===== src/rtl/meteor_collision.sv =====
// meteor_collision: player/meteor overlap test, lives counter, post-hit invulnerability and game-over.
// Optional bonus-life counter is built only when METEOR_COLLISION_BONUS_LIFE_EN is defined.
module meteor_collision #(
    parameter int NUM_METEORS   = 6,
    parameter int METEOR_W      = 16,
    parameter int METEOR_H      = 16,
    parameter int PLAYER_W      = 32,
    parameter int PLAYER_H      = 16,
    parameter int PLAYER_Y      = 440,
    parameter int START_LIVES   = 3,
    parameter int MAX_LIVES     = 7,
    parameter int INVULN_CYCLES = 50,
    parameter int BONUS_PASSES  = 32
) (
    input  logic                       clk,
    input  logic                       reset,
    input  logic                       game_enable,
    input  logic [9:0]                 player_x,
    input  logic [NUM_METEORS*10-1:0]  meteor_x,
    input  logic [NUM_METEORS*9-1:0]   meteor_y,
    input  logic [NUM_METEORS-1:0]     meteor_active,
    input  logic                       meteor_passed,
    output logic [NUM_METEORS-1:0]     deactivate_meteors,
    output logic                       player_hit,
    output logic [2:0]                 lives,
    output logic                       invulnerable,
    output logic                       game_over
);

    localparam int TIMER_W = $clog2(INVULN_CYCLES);
    localparam logic [TIMER_W-1:0] TIMER_LOAD = TIMER_W'(INVULN_CYCLES - 1);
    localparam logic [10:0] PW_11  = 11'(PLAYER_W);
    localparam logic [10:0] MW_11  = 11'(METEOR_W);
    localparam logic [10:0] MH_11  = 11'(METEOR_H);
    localparam logic [10:0] PY_TOP = 11'(PLAYER_Y);
    localparam logic [10:0] PY_BOT = 11'(PLAYER_Y + PLAYER_H);
    localparam logic [2:0]  LIVES_RST = 3'(START_LIVES);
    localparam logic [2:0]  LIVES_MAX = 3'(MAX_LIVES);

    typedef enum logic [1:0] {
        S_PLAY   = 2'd0,
        S_INVULN = 2'd1,
        S_OVER   = 2'd2
    } state_t;

    // Eleven-bit operands keep edge sums from wrapping near the screen border.
    function automatic logic box_overlap(input logic [9:0] px, input logic [9:0] mx,
                                         input logic [8:0] my);
        logic [10:0] px_l, mx_l, my_l;
        px_l = {1'b0, px};
        mx_l = {1'b0, mx};
        my_l = {2'b00, my};
        return (mx_l < px_l + PW_11) && (px_l < mx_l + MW_11) &&
               (my_l < PY_BOT) && (PY_TOP < my_l + MH_11);
    endfunction

    logic [NUM_METEORS-1:0] ovl_d, ovl_q;
    state_t                 state_d, state_q;
    logic [TIMER_W-1:0]     timer_d, timer_q;
    logic [2:0]             lives_d, lives_q, lives_up;
    logic [NUM_METEORS-1:0] deact_d, deact_q;
    logic                   hit_d, hit_q;
    logic                   invuln_d, invuln_q;
    logic                   over_d, over_q;
    logic                   award;

    // Stage 1: per-slot overlap mask
    always_comb begin
        ovl_d = '0;
        for (int i = 0; i < NUM_METEORS; i++) begin
            ovl_d[i] = meteor_active[i] &&
                       box_overlap(player_x, meteor_x[i*10 +: 10], meteor_y[i*9 +: 9]);
        end
        if (!game_enable) begin
            ovl_d = '0;
        end
    end

    always_ff @(posedge clk) begin
        if (!reset) begin
            ovl_q <= '0;
        end else begin
            ovl_q <= ovl_d;
        end
    end

`ifdef METEOR_COLLISION_BONUS_LIFE_EN
    logic [5:0] bonus_d, bonus_q;

    always_comb begin
        bonus_d = bonus_q;
        award   = 1'b0;
        if (game_enable && meteor_passed && (state_q != S_OVER)) begin
            if (({1'b0, bonus_q} + 7'd1) == 7'(BONUS_PASSES)) begin
                bonus_d = '0;
                award   = 1'b1;
            end else begin
                bonus_d = bonus_q + 6'd1;
            end
        end
    end

    always_ff @(posedge clk) begin
        if (!reset) begin
            bonus_q <= '0;
        end else begin
            bonus_q <= bonus_d;
        end
    end
`else
    logic unused_passed;
    assign award         = 1'b0;
    assign unused_passed = meteor_passed | (BONUS_PASSES == 0);
`endif

    // Stage 2: lives / invulnerability FSM with registered outputs
    always_comb begin
        state_d  = state_q;
        timer_d  = timer_q;
        lives_d  = lives_q;
        deact_d  = '0;
        hit_d    = 1'b0;
        lives_up = (award && (lives_q < LIVES_MAX)) ? lives_q + 3'd1 : lives_q;
        if (game_enable) begin
            case (state_q)
                S_PLAY: begin
                    if (|ovl_q) begin
                        deact_d = ovl_q;
                        hit_d   = 1'b1;
                        // A bonus landing on the same edge cancels the loss.
                        lives_d = award ? lives_q : lives_q - 3'd1;
                        if (lives_d == 3'd0) begin
                            state_d = S_OVER;
                        end else begin
                            state_d = S_INVULN;
                            timer_d = TIMER_LOAD;
                        end
                    end else begin
                        lives_d = lives_up;
                    end
                end
                S_INVULN: begin
                    deact_d = ovl_q;
                    lives_d = lives_up;
                    if (timer_q == '0) begin
                        state_d = S_PLAY;
                    end else begin
                        timer_d = timer_q - 1'b1;
                    end
                end
                S_OVER: begin
                    lives_d = 3'd0;
                end
                default: begin
                    state_d = S_PLAY;
                end
            endcase
        end
        invuln_d = (state_d == S_INVULN);
        over_d   = (state_d == S_OVER);
    end

    always_ff @(posedge clk) begin
        if (!reset) begin
            state_q  <= S_PLAY;
            timer_q  <= '0;
            lives_q  <= LIVES_RST;
            deact_q  <= '0;
            hit_q    <= 1'b0;
            invuln_q <= 1'b0;
            over_q   <= 1'b0;
        end else begin
            state_q  <= state_d;
            timer_q  <= timer_d;
            lives_q  <= lives_d;
            deact_q  <= deact_d;
            hit_q    <= hit_d;
            invuln_q <= invuln_d;
            over_q   <= over_d;
        end
    end

    assign deactivate_meteors = deact_q;
    assign player_hit         = hit_q;
    assign lives              = lives_q;
    assign invulnerable       = invuln_q;
    assign game_over          = over_q;

endmodule


===== config.mk =====
export PLATFORM = sky130hd
export DESIGN_NAME = meteor_collision
export DESIGN_NICKNAME = d
export VERILOG_FILES = /design/src/rtl/meteor_collision.sv
export SDC_FILE = /design/constraint.sdc
export NUM_CORES = 1
export LEC_CHECK = 0
export CORE_UTILIZATION = 44
export CTS_BUF_LIST = sky130_fd_sc_hd__clkbuf_4
export CTS_CLUSTER_DIAMETER = 100
export DETAILED_ROUTE_END_ITERATION = 10
export PLACE_DENSITY = 0.78
export SLEW_MARGIN = 20
export SYNTH_ARGS = -nofsm -noshare
export SYNTH_HDL_FRONTEND = slang
export SYNTH_SLANG_ARGS = --single-unit

===== constraint.sdc =====
create_clock -name clk -period 6.2 [get_ports clk]
set_input_delay 0.93 -clock clk [delete_from_list [all_inputs] [get_ports clk]]
set_output_delay 0.93 -clock clk [all_outputs]
set_load 0.02 [all_outputs]

# == After elaboration in Yosys (flattened, before gate mapping) ==
# Index checks and enable logic that the tools add are counted.
# op_classes
n_addsub,15
magnitude_cmp,24
n_eq_ne,7
mux,14
n_reduce_logical,34
# ops
op,n
$lt A10 B11 Y1,12
$add A10 B5 Y11 const B,6
$add A9 B5 Y10 const B,6
$lt A9 B10 Y1 const A,6
$lt A9 B9 Y1 const B,6
$logic_and A1 B1 Y1,24
$mux W6,4
$pmux W6 S2,2
$add A10 B6 Y11 const B,1
$mux W2,4
$logic_not A6 Y1,1
$ne A2 B2 Y1 const B,3
$pmux W2 S3,1
$pmux W3 S2,1
$reduce_and A3 Y1,2
$reduce_or A6 Y1,1
$sub A6 B1 Y6 const B,1
$reduce_and A5 Y1,1
$eq A2 B1 Y1 const B,2
$eq A2 B2 Y1 const B,2
$reduce_bool A2 Y1,2
$logic_not A3 Y1,1
$mux W3,1
$sub A3 B1 Y3 const B,1
other kinds (3),3
# totals
regBits,26
inputBits,134
elab_cells,102

# == Longest topological paths before layout ==
# Gate-level depths: netlist (run 1).
# logic_depth
depth_word,7
ltp_mapped,9
depth_no_buf,9

# == Worst setup path before layout (run 1) ==
# No wires, ideal clock.
# synth_path
path_type,input to register
startpoint,input port player_x[5]
endpoint,register ovl_q[0]
setup_ns,0.103
arrival_time_ns,2.681
slack_ns,3.416
path_stages,9
path_buffers,0
cell_sequence,ha_1 -> xnor2_1 -> ha_1 -> nand3_1 -> o22ai_1 -> a2111oi_2 -> o31a_1 -> nor3_1 -> a2111oi_2
# synth_via
elab_chain_cells,6
elab_cells_between_ends,7
classes_between,add/sub: 1; order compare: 2; reduce/logical: 4
# synth_lines
element,line,rtl
start: declaration,18,"input logic [9:0] player_x,"
$add A10 B6 Y11,53,return (mx_l < px_l + PW_11) && (px_l < mx_l + MW_11) &&
$lt A10 B11 Y1,53,
$logic_and A1 B1 Y1 * (2 in series),53,
$logic_and A1 B1 Y1 *,54,(my_l < PY_BOT) && (PY_TOP < my_l + MH_11);
$logic_and A1 B1 Y1 *,71,ovl_d[i] = meteor_active[i] &&
end signal: assignment,83,ovl_q <= ovl_d;
end: declaration,57,"logic [NUM_METEORS-1:0] ovl_d, ovl_q;"
# Every way passes the cells marked *; elsewhere a longest branch is shown, timed or not.
# A chain may end at the register's enable or synchronous reset.

# == Worst setup path after layout (run 1) ==
# Same ends and word-level chain as after synthesis.

==> run summary, run 1 <==
The flow ran to the end, and the final reports show no timing, DRC or antenna violations. After synthesis the cells add up to 0.00415 mm2. The number of gates resized after CTS was 0.

Die area: 0.00982 mm2. During synthesis, Yosys emitted a total of 0 warnings. Once detailed placement completed, the half-perimeter wirelength came to 9980 um. The run gives 146 as the top-level port count. The run gives 19,100 um as the global-route wire length before repair.

The library cell used most frequently in the layout, excluding fill and tap cells, is sky130_fd_sc_hd__clkdlybuf4s50_1. In the layout the commonest cells are sky130_fd_sc_hd__clkdlybuf4s50_1, sky130_fd_sc_hd__ha_1, sky130_fd_sc_hd__a21oi_1. For this run, asynchronously set or reset flops after synthesis account for 0%.

Root buffer cell: sky130_fd_sc_hd__clkbuf_4. The met3 track demand over resource in global routing was 3.90%; the post-place instance area was 0.00571 mm2. The relative max-transition margin is 32.2%, and the total number of vias is 4,289. With fillers left out, the area of the finished cells amounts to 0.00573 mm2. Summed over all layers, the routed wires come to 11,400 um. The final worst-path cycle share was 62.7%; the final number of max-transition violations was 0.

For this configuration, the core starts out at a cell density of 45.1%. The number of antenna-violating nets in the routed design was 0; the critical path arrival was 4.12 ns. The setup-violating endpoint count in the final report is 0. In the synthesized netlist the dominant register cell turns out to be sky130_fd_sc_hd__dfxtp_1. Port buffering added 144 buffers. The maximum number of pins on one net before global-route repair was 16. The smallest hold slack was 0.476 ns; the number of nets in the layout was 899. Overall power consumption after layout is estimated at 0.565 mW. The first detailed-routing pass took 4 iterations. TritonCTS built the clock tree. The logs give 51 for the number of unique standard cell types used by synthesis and 0.00920 mm2 for the area of the core. The transition time at the pin with the least slew margin came out at 1.01 ns. From left edge to right edge, the die measures 99.1 um.

For met2 alone, demand over resource in global routing was 45.2%. The number of global-route vias before repair was 4,310; the weighted congestion at the end of routability-driven global placement was 0.896. sky130_fd_sc_hd__ha_1 takes more of the synthesized area than any other cell. By area the synthesized netlist is led by sky130_fd_sc_hd__ha_1, sky130_fd_sc_hd__dfxtp_1, sky130_fd_sc_hd__a21oi_1. The post-CTS setup-driven buffer insertion count is 0. After floorplanning, the core was divided into 35 placement rows. The residual DRC count is 0. The highest clock rate is 0.257 GHz. The run gives 26 as the clock net sink count. After clock tree synthesis, the flow added hold-fix buffers numbering 0. Clock latency on the worst-skew pair, taken at its later pin, is 0.32 ns.

The worst path in the final design needs a cycle of 3.89 ns, including I/O delays and setup. The tools report the critical path launch point type as an input port. The run gives 62.3% as the share of the core filled with cells in the final layout. Dividing the synthesized area by the synthesized cell count gives 8.16 um2. The logs give 125 for the starting DRC count in detailed routing and 0 ns for the summed negative setup slack over all endpoints. Setup repair after global routing left no endpoint under its margin.

The worst ir drop on vdd is 66.0 uV. The worst min-delay path category was flip-flop to flip-flop. The total overflow left after global routing is 0. Global routing used 27.4% of the available met1 tracks.

The run gives 23.6% as the overall track demand over capacity in global routing. STA classifies the critical path endpoint as a flip-flop. From synthesis to final layout, the design area changed by 38.1%. Counting the buffers created by CTS gives 3.

After filler insertion, the fill cell instance count of the layout stands at 800. Of all nets on the critical path, the largest fanout is 15. The number of nets in the synthesized netlist is 755. The clock arrives with 0.00220 ns of skew.

The final hold violation count is 0. The antenna diode instance count is 0. The clock passes through at most 2 buffers. Clock-pin slew was measured on the worst setup and hold paths at 0.12 ns. The run gives 0 as the number of violations of the max-capacitance limit.

The top cell type's share of synthesized area is 34.1%. The share of post-route cells with drive strength above 1 works out to 1.38%. In this run, synthesis inferred 0 flip-flops with an integrated enable.

The sequential share of the synthesized area was 12.6%. Synthesis produced a netlist whose cell count is 508. The initial antenna violation count was 0; the number of vias per cell after detailed routing was 5.64. The most congested layer reported by global routing was met2. Dividing the detail-routed wire length by the instance count gives 15.0 um. The setup path with the least slack is of type input port to flip-flop.

The logs give 6.43 ns for the required time reported for the critical path endpoint and 2.52 nW for the reported leakage power. Chip height: 99.1 um. The maximum level of the CTS H-tree was 1.

The power per cell area was 98.6 mW/mm2. The flip-flop and latch count after synthesis was 26.
## critical path, cell delays in order
cell and delay [ns]:
sky130_fd_sc_hd__clkdlybuf4s50_1 0.78, sky130_fd_sc_hd__ha_1 0.44, sky130_fd_sc_hd__xnor2_1 0.56, sky130_fd_sc_hd__ha_1 0.37
sky130_fd_sc_hd__nand3_1 0.11, sky130_fd_sc_hd__o22ai_1 0.09, sky130_fd_sc_hd__a2111oi_2 0.35, sky130_fd_sc_hd__o31a_1 0.21
sky130_fd_sc_hd__nor3_1 0.07, sky130_fd_sc_hd__a2111oi_2 0.19
## metrics by stage
| step | std cells | setup slack [ns] |
|---|---|---|
| floorplan | 508 | 3.42 |
| finish | 761 | 2.31 |
| global placement | 758 | 2.08 |
| CTS | 761 | 2.31 |
| global route | 761 | 2.13 |
| detailed placement | 758 | 1.98 |
## layer usage
metal	vias to the layer above	part of all wire (%)
met5	-	0
met4	0	1.3
li1	2183	-
met1	1973	43
met2	114	50
met3	19	5.2
## flip-flops by register name, summed over array words and instances (netlist names)
name,cells
invulnerable,1
lives,3
ovl_q,6
player_hit,1
game_over,1
timer_q,6
state_q,2
deactivate_meteors,6
## synthesized netlist by cell type, types with 3 or more instances
| cell type | n |
|---|---|
| sky130_fd_sc_hd__a2111oi_2 | 3 |
| sky130_fd_sc_hd__a211o_1 | 3 |
| sky130_fd_sc_hd__a211oi_1 | 9 |
| sky130_fd_sc_hd__a21o_1 | 11 |
| sky130_fd_sc_hd__a21oi_1 | 42 |
| sky130_fd_sc_hd__a221oi_1 | 3 |
| sky130_fd_sc_hd__a31oi_1 | 3 |
| sky130_fd_sc_hd__a32oi_1 | 3 |
| sky130_fd_sc_hd__and2_1 | 8 |
| sky130_fd_sc_hd__and3_1 | 9 |
| sky130_fd_sc_hd__clkbuf_1 | 3 |
| sky130_fd_sc_hd__dfxtp_1 | 26 |
| sky130_fd_sc_hd__ha_1 | 113 |
| sky130_fd_sc_hd__inv_1 | 39 |
| sky130_fd_sc_hd__nand2_1 | 17 |
| sky130_fd_sc_hd__nand2b_1 | 13 |
| sky130_fd_sc_hd__nand3_1 | 34 |
| sky130_fd_sc_hd__nand4_1 | 14 |
| sky130_fd_sc_hd__nor2_1 | 25 |
| sky130_fd_sc_hd__nor2b_1 | 6 |
| sky130_fd_sc_hd__nor3_1 | 9 |
| sky130_fd_sc_hd__nor3b_1 | 5 |
| sky130_fd_sc_hd__nor4b_1 | 5 |
| sky130_fd_sc_hd__o211ai_1 | 4 |
| sky130_fd_sc_hd__o21a_1 | 11 |
| sky130_fd_sc_hd__o21ai_0 | 21 |
| sky130_fd_sc_hd__o221ai_1 | 4 |
| sky130_fd_sc_hd__o31ai_1 | 3 |
| sky130_fd_sc_hd__or3_1 | 6 |
| sky130_fd_sc_hd__xnor2_1 | 8 |
| sky130_fd_sc_hd__xor2_1 | 20 |
## report_power, final
part           leakage, nW  internal (mW)  switching [mW]  total [mW]
Combinational         2.30          0.173           0.154       0.327
Sequential           0.210          0.168         0.00101       0.169
Clock               0.0138         0.0228          0.0462      0.0690
## worst paths after layout
| check | from | to | cells after the start | slack [ns] |
|---|---|---|---|---|
| max | player_x[5] | ovl_q[0] | 10 | 2.31 |
| min reg2reg | ovl_q[2] | deactivate_meteors[2] | 1 | 0.48 |
| max reg2reg | lives[0] | timer_q[3] | 8 | 4.24 |
| min | ovl_q[2] | deactivate_meteors[2] | 1 | 0.48 |
## layout make-up
type	instances	area, um2	area share, %
Clock buffer	3	22.5	0.393
Timing Repair Buffer	144	1440	25.2
Tap cell	111	139	2.42
Multi-Input combinational cell	438	3460	60.4
Inverter	39	146	2.56
Sequential cell	26	520	9.09
## cells by family (layout without fill, tap and decap cells)
group	Yosys count	after routing	share of synthesized area, %
AO/OA/AOI/OAI	136	136	22.0
XOR/XNOR	28	28	5.91
adder cells (fa/ha/maj)	113	113	34.1
buffers and inverters	44	186	4.04
flip-flops	26	26	12.6
AND/OR/NAND/NOR	161	161	21.4
Note: power is estimated with default switching activity, not from simulation.
==> run 2, diff against run 1 <==
==> constraint.sdc (replaced) <==
create_clock -name clk -period 3.9 [get_ports clk]
set_input_delay 0.585 -clock clk [delete_from_list [all_inputs] [get_ports clk]]
set_output_delay 0.585 -clock clk [all_outputs]
set_load 0.02 [all_outputs]
==> run summary, run 2 (synthesis results as in run 1) <==
The tools report the launch point of the critical path as meteor_x[24] (was player_x[5]). The required time reported for the critical path endpoint came out at 4.13 ns (was 6.43 ns). Worst min-delay path category: flip-flop to flip-flop (unchanged). The residual DRC count was 0 (unchanged). The detailed-placement wirelength estimate was 9980 um (about the same). The tools report the critical path arrival as 2.96 ns (was 4.12 ns). The launch instance of the worst register-to-register path is lives[0] (unchanged).

Number of inserted filler cells in the final layout: 829 (was 800). Share of post-route cells with drive strength above 1: 2.73% (was 1.38%). The run finished with clean final reports. The total of buffers placed on input and output ports was 144 (unchanged). The endpoint of the worst-slack reg-to-reg timing path was timer_q[5] (was timer_q[3]).

Highest net fanout along the worst path: 5 (was 15). The tools report the relative max-transition margin as 36.9% (was 32.2%). The routed design could run at a clock period as short as 2.73 ns.

Worst setup path endpoint: ovl_q[2] (was ovl_q[0]). The number of violations of the max-capacitance limit came out at 0 (unchanged). The total wirelength of the detailed-routed design was 11,500 um (was 11,400 um); the depth of the worst register-to-register path was 8 (unchanged). Number of global-route vias before repair: 4,132 (was 4,310). The chip height is 99.1 um (unchanged). Commonest non-fill, non-tap cells in the layout: sky130_fd_sc_hd__clkdlybuf4s50_1, sky130_fd_sc_hd__ha_1, sky130_fd_sc_hd__a21oi_1 (unchanged). The met2 track demand over resource in global routing came out at 42.4% (was 45.2%).

The area of the core was 0.00920 mm2 (unchanged). The run gives 146 (unchanged) as the top-level port count. The run gives 0.00152 ns (was 0.00220 ns) as the post-route clock skew. The instance count after placement with tap cells included was 767 (was 758); the power after layout was 0.909 mW (was 0.565 mW). The multi-input gate area in the final layout is 0.00346 mm2 (unchanged), and the layout overhead on the synthesized area is 39.9% (was 38.1%). The share of the core filled with cells in the final layout is 63.1% (was 62.3%). For the final instance area, the log shows 0.00580 mm2 (was 0.00573 mm2). The category of the most critical setup path is input port to flip-flop (unchanged). For the final number of max-transition violations, the log shows 0 (unchanged).

The tools report the global-route wire length before repair as 18,400 um (was 19,100 um). The final hold violation count is 0 (unchanged). The reported leakage power came out at 2.57 nW (was 2.52 nW).

The number of buffers created by CTS was 3 (unchanged). The tools report the total number of vias as 4,350 (was 4,289). The hold buffer count at cts came out at 0 (unchanged).

The transition time at the pin with the least slew margin came out at 0.944 ns (was 1.01 ns). The met1 usage is 27.1% (was 27.4%), and the total overflow reported by the global router is 0 (unchanged). Sequential cell area in the final layout: 520 um2 (unchanged).

The average routed wire per standard cell works out to 14.9 um (was 15.0 um). The starting DRC count in detailed routing is 147 (was 125). The total number of placement rows is 35 (unchanged), and the initial antenna violation count is 0 (unchanged). The clock-pin slew reported for the worst setup and hold paths after clock tree synthesis came out at 0.13 ns (was 0.12 ns). The worst ir drop on vdd is 95.7 uV (was 66.0 uV), and the starting utilization of the core area is 45.1% (unchanged). The element type at the critical path end was a flip-flop (unchanged). The tools report the weighted congestion at the end of routability-driven global placement as 0.918 (was 0.896). For the summed negative setup slack over all endpoints, the log shows 0 ns (unchanged). The horizontal die dimension was 99.1 um (unchanged). The clock latency reported for the late side of the worst-skew pair is 0.32 ns (about the same).

The most frequent standard cell in the layout excluding fill and tap cells was sky130_fd_sc_hd__clkdlybuf4s50_1 (unchanged). The clock net sink count was 26 (unchanged); the overall track demand over capacity in global routing was 22.7% (was 23.6%). The worst-case clock buffer depth was 2 (unchanged).

Most congested layer reported by global routing: met2 (unchanged). The post-CTS setup-driven buffer insertion count was 0 (unchanged); the power per cell area was 157 mW/mm2 (was 98.6 mW/mm2). Critical path launch point type: an input port (unchanged). TritonCTS built the clock tree. The met3 track demand over resource in global routing was 3.76% (was 3.90%). After layout, the worst path uses 70.1% of the clock period. The setup-violating endpoint count in the final report is 0 (unchanged), and the highest clock rate is 0.366 GHz. The setup slack of the most critical reg-to-reg path is 1.98 ns (was 4.24 ns). The logs give 0 (unchanged) for the antenna diode instance count and 4 (unchanged) for the first-pass iteration count of the detailed router. The tools report the post-place instance area as 0.00577 mm2 (was 0.00571 mm2). The logs give 0 (unchanged) for the number of antenna-violating nets in the routed design and 0.00982 mm2 (unchanged) for the die area.

The number of nets in the layout was 908 (was 899). Setup repair after global routing left no endpoint under its margin. The final non-filler cell total is 771 (was 761). For the maximum number of pins on one net before global-route repair, the log shows 15 (was 16). For the post-cts repair resize count, the log shows 0 (unchanged).

The number of vias per cell after detailed routing works out to 5.64 (about the same). Root buffer cell: sky130_fd_sc_hd__clkbuf_4 (unchanged). The tools report the maximum level of the CTS H-tree as 1 (unchanged).
run 2: critical path: stages:
cell                              delay [ns]
sky130_fd_sc_hd__clkdlybuf4s50_1        0.58
sky130_fd_sc_hd__ha_1                   0.24
sky130_fd_sc_hd__nand3_1                0.11
sky130_fd_sc_hd__xor2_1                 0.16
sky130_fd_sc_hd__ha_1                   0.29
sky130_fd_sc_hd__a211oi_1               0.26
sky130_fd_sc_hd__nand3_1                0.11
sky130_fd_sc_hd__o221ai_1               0.19
sky130_fd_sc_hd__a32oi_1                0.13
sky130_fd_sc_hd__a2111oi_2              0.30
run 2: how the worst min path moves through the flow:
stage,cells past startpoint,end,startpoint
2_1_floorplan,1,deactivate_meteors[0],ovl_q[0]
3_3_place_gp,1,deactivate_meteors[2],ovl_q[2]
3_5_place_dp,1,deactivate_meteors[2],ovl_q[2]
4_1_cts,1,deactivate_meteors[2],ovl_q[2]
5_1_grt,1,deactivate_meteors[2],ovl_q[2]
6_report,1,deactivate_meteors[2],ovl_q[2]
run 2: area by class of cell:
class | instances | share of cell area [%]
clock buffer | 3 | 0.388
clock inverter | 1 | 0.0647
inverter | 39 | 2.52
multi-input combinational | 438 | 59.6
sequential | 26 | 8.98
tap | 111 | 2.39
timing repair buffer | 153 | 26.0
run 2: layer usage:
metal	vias to the layer above	share of wire (%)	routed length [um]
met5	-	0	0
met4	0	1.6	187
met3	15	5.4	617
met2	126	50	5680
met1	1996	43	4970
li1	2213	-	-
run 2: power by group:
group,internal [mW],total (mW),switching (mW)
clock,0.0375,0.112,0.0744
combinational,0.282,0.528,0.246
sequential,0.267,0.269,0.00159
total,0.586,0.909,0.322
run 2: stage by stage:
stage	worst slack, ns	hold slack, ns
after CTS	1.16	0.477
final	1.17	0.473
after floorplan	1.46	0.431
after detailed placement	0.814	0.446
after global routing	0.967	0.508
after global placement	0.880	0.446
==> run 3, diff against run 2 <==
==> constraint.sdc (replaced) <==
create_clock -name clk -period 2.7 [get_ports clk]
set_input_delay 0.405 -clock clk [delete_from_list [all_inputs] [get_ports clk]]
set_output_delay 0.405 -clock clk [all_outputs]
set_load 0.02 [all_outputs]
==> run summary, run 3 (synthesis results as in run 1) <==
The cell depth of the worst min-delay path was 1 (unchanged). The worst hold endpoint was deactivate_meteors[3] (was deactivate_meteors[2]). The tools report the element type at the critical path end as a flip-flop (unchanged).

The endpoint of the worst-slack reg-to-reg timing path was timer_q[2] (was timer_q[5]). The run gives 2.65 ns (was 2.96 ns) as the critical path arrival. Starting DRC count in detailed routing: 153 (was 147). The master of the slowest instance on the critical path was sky130_fd_sc_hd__clkdlybuf4s50_1 (unchanged). The most frequent standard cell in the layout excluding fill and tap cells was sky130_fd_sc_hd__clkdlybuf4s50_1 (unchanged). Commonest non-fill, non-tap cells in the layout: sky130_fd_sc_hd__clkdlybuf4s50_1, sky130_fd_sc_hd__ha_1, sky130_fd_sc_hd__a21oi_1 (unchanged). For the post-CTS setup-driven buffer insertion count, the log shows 0 (unchanged). The multi-input gate area in the final layout was 0.00346 mm2 (unchanged). The chip height came out at 99.1 um (unchanged). The tools report the critical path launch point type as an input port (unchanged). The horizontal die dimension came out at 99.1 um (unchanged). The worst min-delay path category was flip-flop to flip-flop (unchanged). The number of vias per cell after detailed routing is 5.66 (was 5.64), and the setup slack of the most critical reg-to-reg path is 0.74 ns (was 1.98 ns). For the initial antenna violation count, the log shows 0 (unchanged).

The maximum level of the CTS H-tree is 1 (unchanged), and the weighted congestion at the end of routability-driven global placement is 0.949 (was 0.918). The logs give 3 (unchanged) for the number of buffers created by CTS and 0 (unchanged) for the post-cts repair resize count. The family with the most delay on the worst path was compound AO/OA/AOI/OAI gates (unchanged). The total overflow reported by the global router was 0 (unchanged).

Clock net sink count: 26 (unchanged). The depth of the worst register-to-register path was 8 (unchanged); the clock-pin slew reported for the worst setup and hold paths after clock tree synthesis was 0.13 ns (about the same). The area of the core is 0.00920 mm2 (unchanged), and the total number of vias is 4,473 (was 4,350). The setup-violating endpoint count in the final report came out at 0 (unchanged). The run finished with clean final reports. Relative max-transition margin: 66.4% (was 36.9%). Share of post-route cells with drive strength above 1: 5.45% (was 2.73%).

The top-level port count was 146 (unchanged); the count of buffer and inverter cells on the critical path was 1 (unchanged). The logs give 0.32 ns (about the same) for the clock latency reported for the late side of the worst-skew pair and 19,800 um (was 18,400 um) for the global-route wire length before repair. The total wirelength of the detailed-routed design is 12,100 um (was 11,500 um), and the layout overhead on the synthesized area is 43.3% (was 39.9%). The tools report the final number of max-transition violations as 0 (unchanged). For the antenna diode instance count, the log shows 0 (unchanged).

The final instance area was 0.00594 mm2 (was 0.00580 mm2); the final worst-path cycle share was 89.5%. The logs give 24.5% (was 22.7%) for the overall track demand over capacity in global routing and 927 (was 908) for the number of nets in the layout. The number of global-route vias before repair was 4,422 (was 4,132).

The post-route clock skew is 0.00110 ns (was 0.00152 ns), and the number of inserted filler cells in the final layout is 823 (was 829). The post-place instance area was 0.00592 mm2 (was 0.00577 mm2); the sequential cell area in the final layout was 520 um2 (unchanged). The transition time at the pin with the least slew margin is 0.499 ns (was 0.944 ns), and the met3 track demand over resource in global routing is 2.91% (was 3.76%).

Smallest hold slack: 0.473 ns (about the same). The residual DRC count is 0 (unchanged). Based on the critical path, the design can be clocked at up to 0.414 GHz. For the worst ir drop on vdd, the log shows 160 uV (was 95.7 uV). The tools report the launch point of the worst hold path as ovl_q[3] (was ovl_q[2]). Power per cell area: 226 mW/mm2 (was 157 mW/mm2). The total number of placement rows came out at 35 (unchanged). The required time reported for the critical path endpoint is 2.94 ns (was 4.13 ns), and the highest net fanout along the worst path is 2 (was 5). The reported leakage power was 2.66 nW (was 2.57 nW); the average routed wire per standard cell was 15.3 um (was 14.9 um). The tools report the launch instance of the worst register-to-register path as lives[0] (unchanged). Detailed-placement wirelength estimate: 10,600 um (was 9980 um). The met2 track demand over resource in global routing was 47.0% (was 42.4%). The root buffer cell was sky130_fd_sc_hd__clkbuf_4 (unchanged). Number of antenna-violating nets in the routed design: 0 (unchanged).

The category of the most critical setup path is input port to flip-flop (unchanged). The run gives 0 (unchanged) as the hold buffer count at cts. TritonCTS built the clock tree. The logs give 5 (was 4) for the first-pass iteration count of the detailed router and 1.35 mW (was 0.909 mW) for the power after layout. The tools report the starting utilization of the core area as 45.1% (unchanged). Total of buffers placed on input and output ports: 144 (unchanged). Cell breakdown of the critical path: clkdlybuf4s50_1 > ha_1 > xnor2_1 > ha_1 > nand3_1 > o22ai_1 > a2111oi_2 > o31a_1 > nor3_1 > a2111oi_2 (was clkdlybuf4s50_1 > ha_1 > nand3_1 > xor2_1 > ha_1 > a211oi_1 > nand3_1 > o221ai_1 > a32oi_1 > a2111oi_2). Number of violations of the max-capacitance limit: 0 (unchanged). For the die area, the log shows 0.00982 mm2 (unchanged). The final hold violation count is 0 (unchanged), and the worst-case clock buffer depth is 2 (unchanged).

The shortest period the worst path allows was 2.42 ns. Setup repair after global routing left no endpoint under its margin. The tools report the met1 usage as 28.7% (was 27.1%).

Most congested layer reported by global routing: met2 (unchanged). The stage delay of the slowest cell on the critical path works out to 0.45 ns (was 0.58 ns). Maximum number of pins on one net before global-route repair: 15 (unchanged).
-- run 3: changes by cell type in the layout (fill, tap and decap cells not counted), sizes merged --
cell and change:
buf +19
-- run 3: worst reg2reg max path, stage by stage, from the launching register on --
cell and delay (ns):
sky130_fd_sc_hd__dfxtp_1 0.43, sky130_fd_sc_hd__inv_1 0.06, sky130_fd_sc_hd__ha_1 0.24, sky130_fd_sc_hd__xnor2_1 0.16, sky130_fd_sc_hd__a32oi_1 0.25, sky130_fd_sc_hd__o21ai_2 0.14, sky130_fd_sc_hd__nor2_1 0.34, sky130_fd_sc_hd__nand3b_1 0.12
sky130_fd_sc_hd__a21oi_1 0.16
-- run 3: per-stage QoR --
step	cells	utilization, %	TNS, ns	setup WS [ns]
detailed placement	786	64.3	-0.0844	-0.0432
finish	790	64.6	0	0.285
global route	790	64.6	0	0.121
CTS	790	64.6	0	0.295
global placement	786	64.3	0	0.0298
floorplan	508	-	0	0.441
-- run 3: per-layer routing --
layer | wire (um) | part of all wire, %
met4 | 184 | 1.5
met2 | 6130 | 51
met3 | 688 | 5.7
met5 | 0 | 0
met1 | 5050 | 42
-- run 3: how the worst max path moves through the flow --
stage                 startpoint  cells after the start  slack [ns]  endpoint
floorplan            player_x[5]                      9        0.44  ovl_q[0]
detailed placement  meteor_x[25]                     10       -0.04  ovl_q[2]
global placement     player_x[5]                     10        0.03  ovl_q[0]
CTS                  player_x[5]                     10        0.29  ovl_q[0]
global route         player_x[5]                     10        0.12  ovl_q[0]
finish               player_x[5]                     10        0.28  ovl_q[0]
-- run 3: layout make-up --
cell class | count | share of cell area, %
clock buffer | 3 | 0.379
multi-input combinational | 438 | 58.2
inverter | 39 | 2.46
timing repair buffer | 172 | 27.8
sequential | 26 | 8.76
clock inverter | 1 | 0.0632
tap | 111 | 2.34
-- run 3: where the power goes --
group / switching (mW) / internal [mW]
Combinational: 0.366 / 0.426
Clock: 0.111 / 0.0543
Sequential: 0.00231 / 0.386
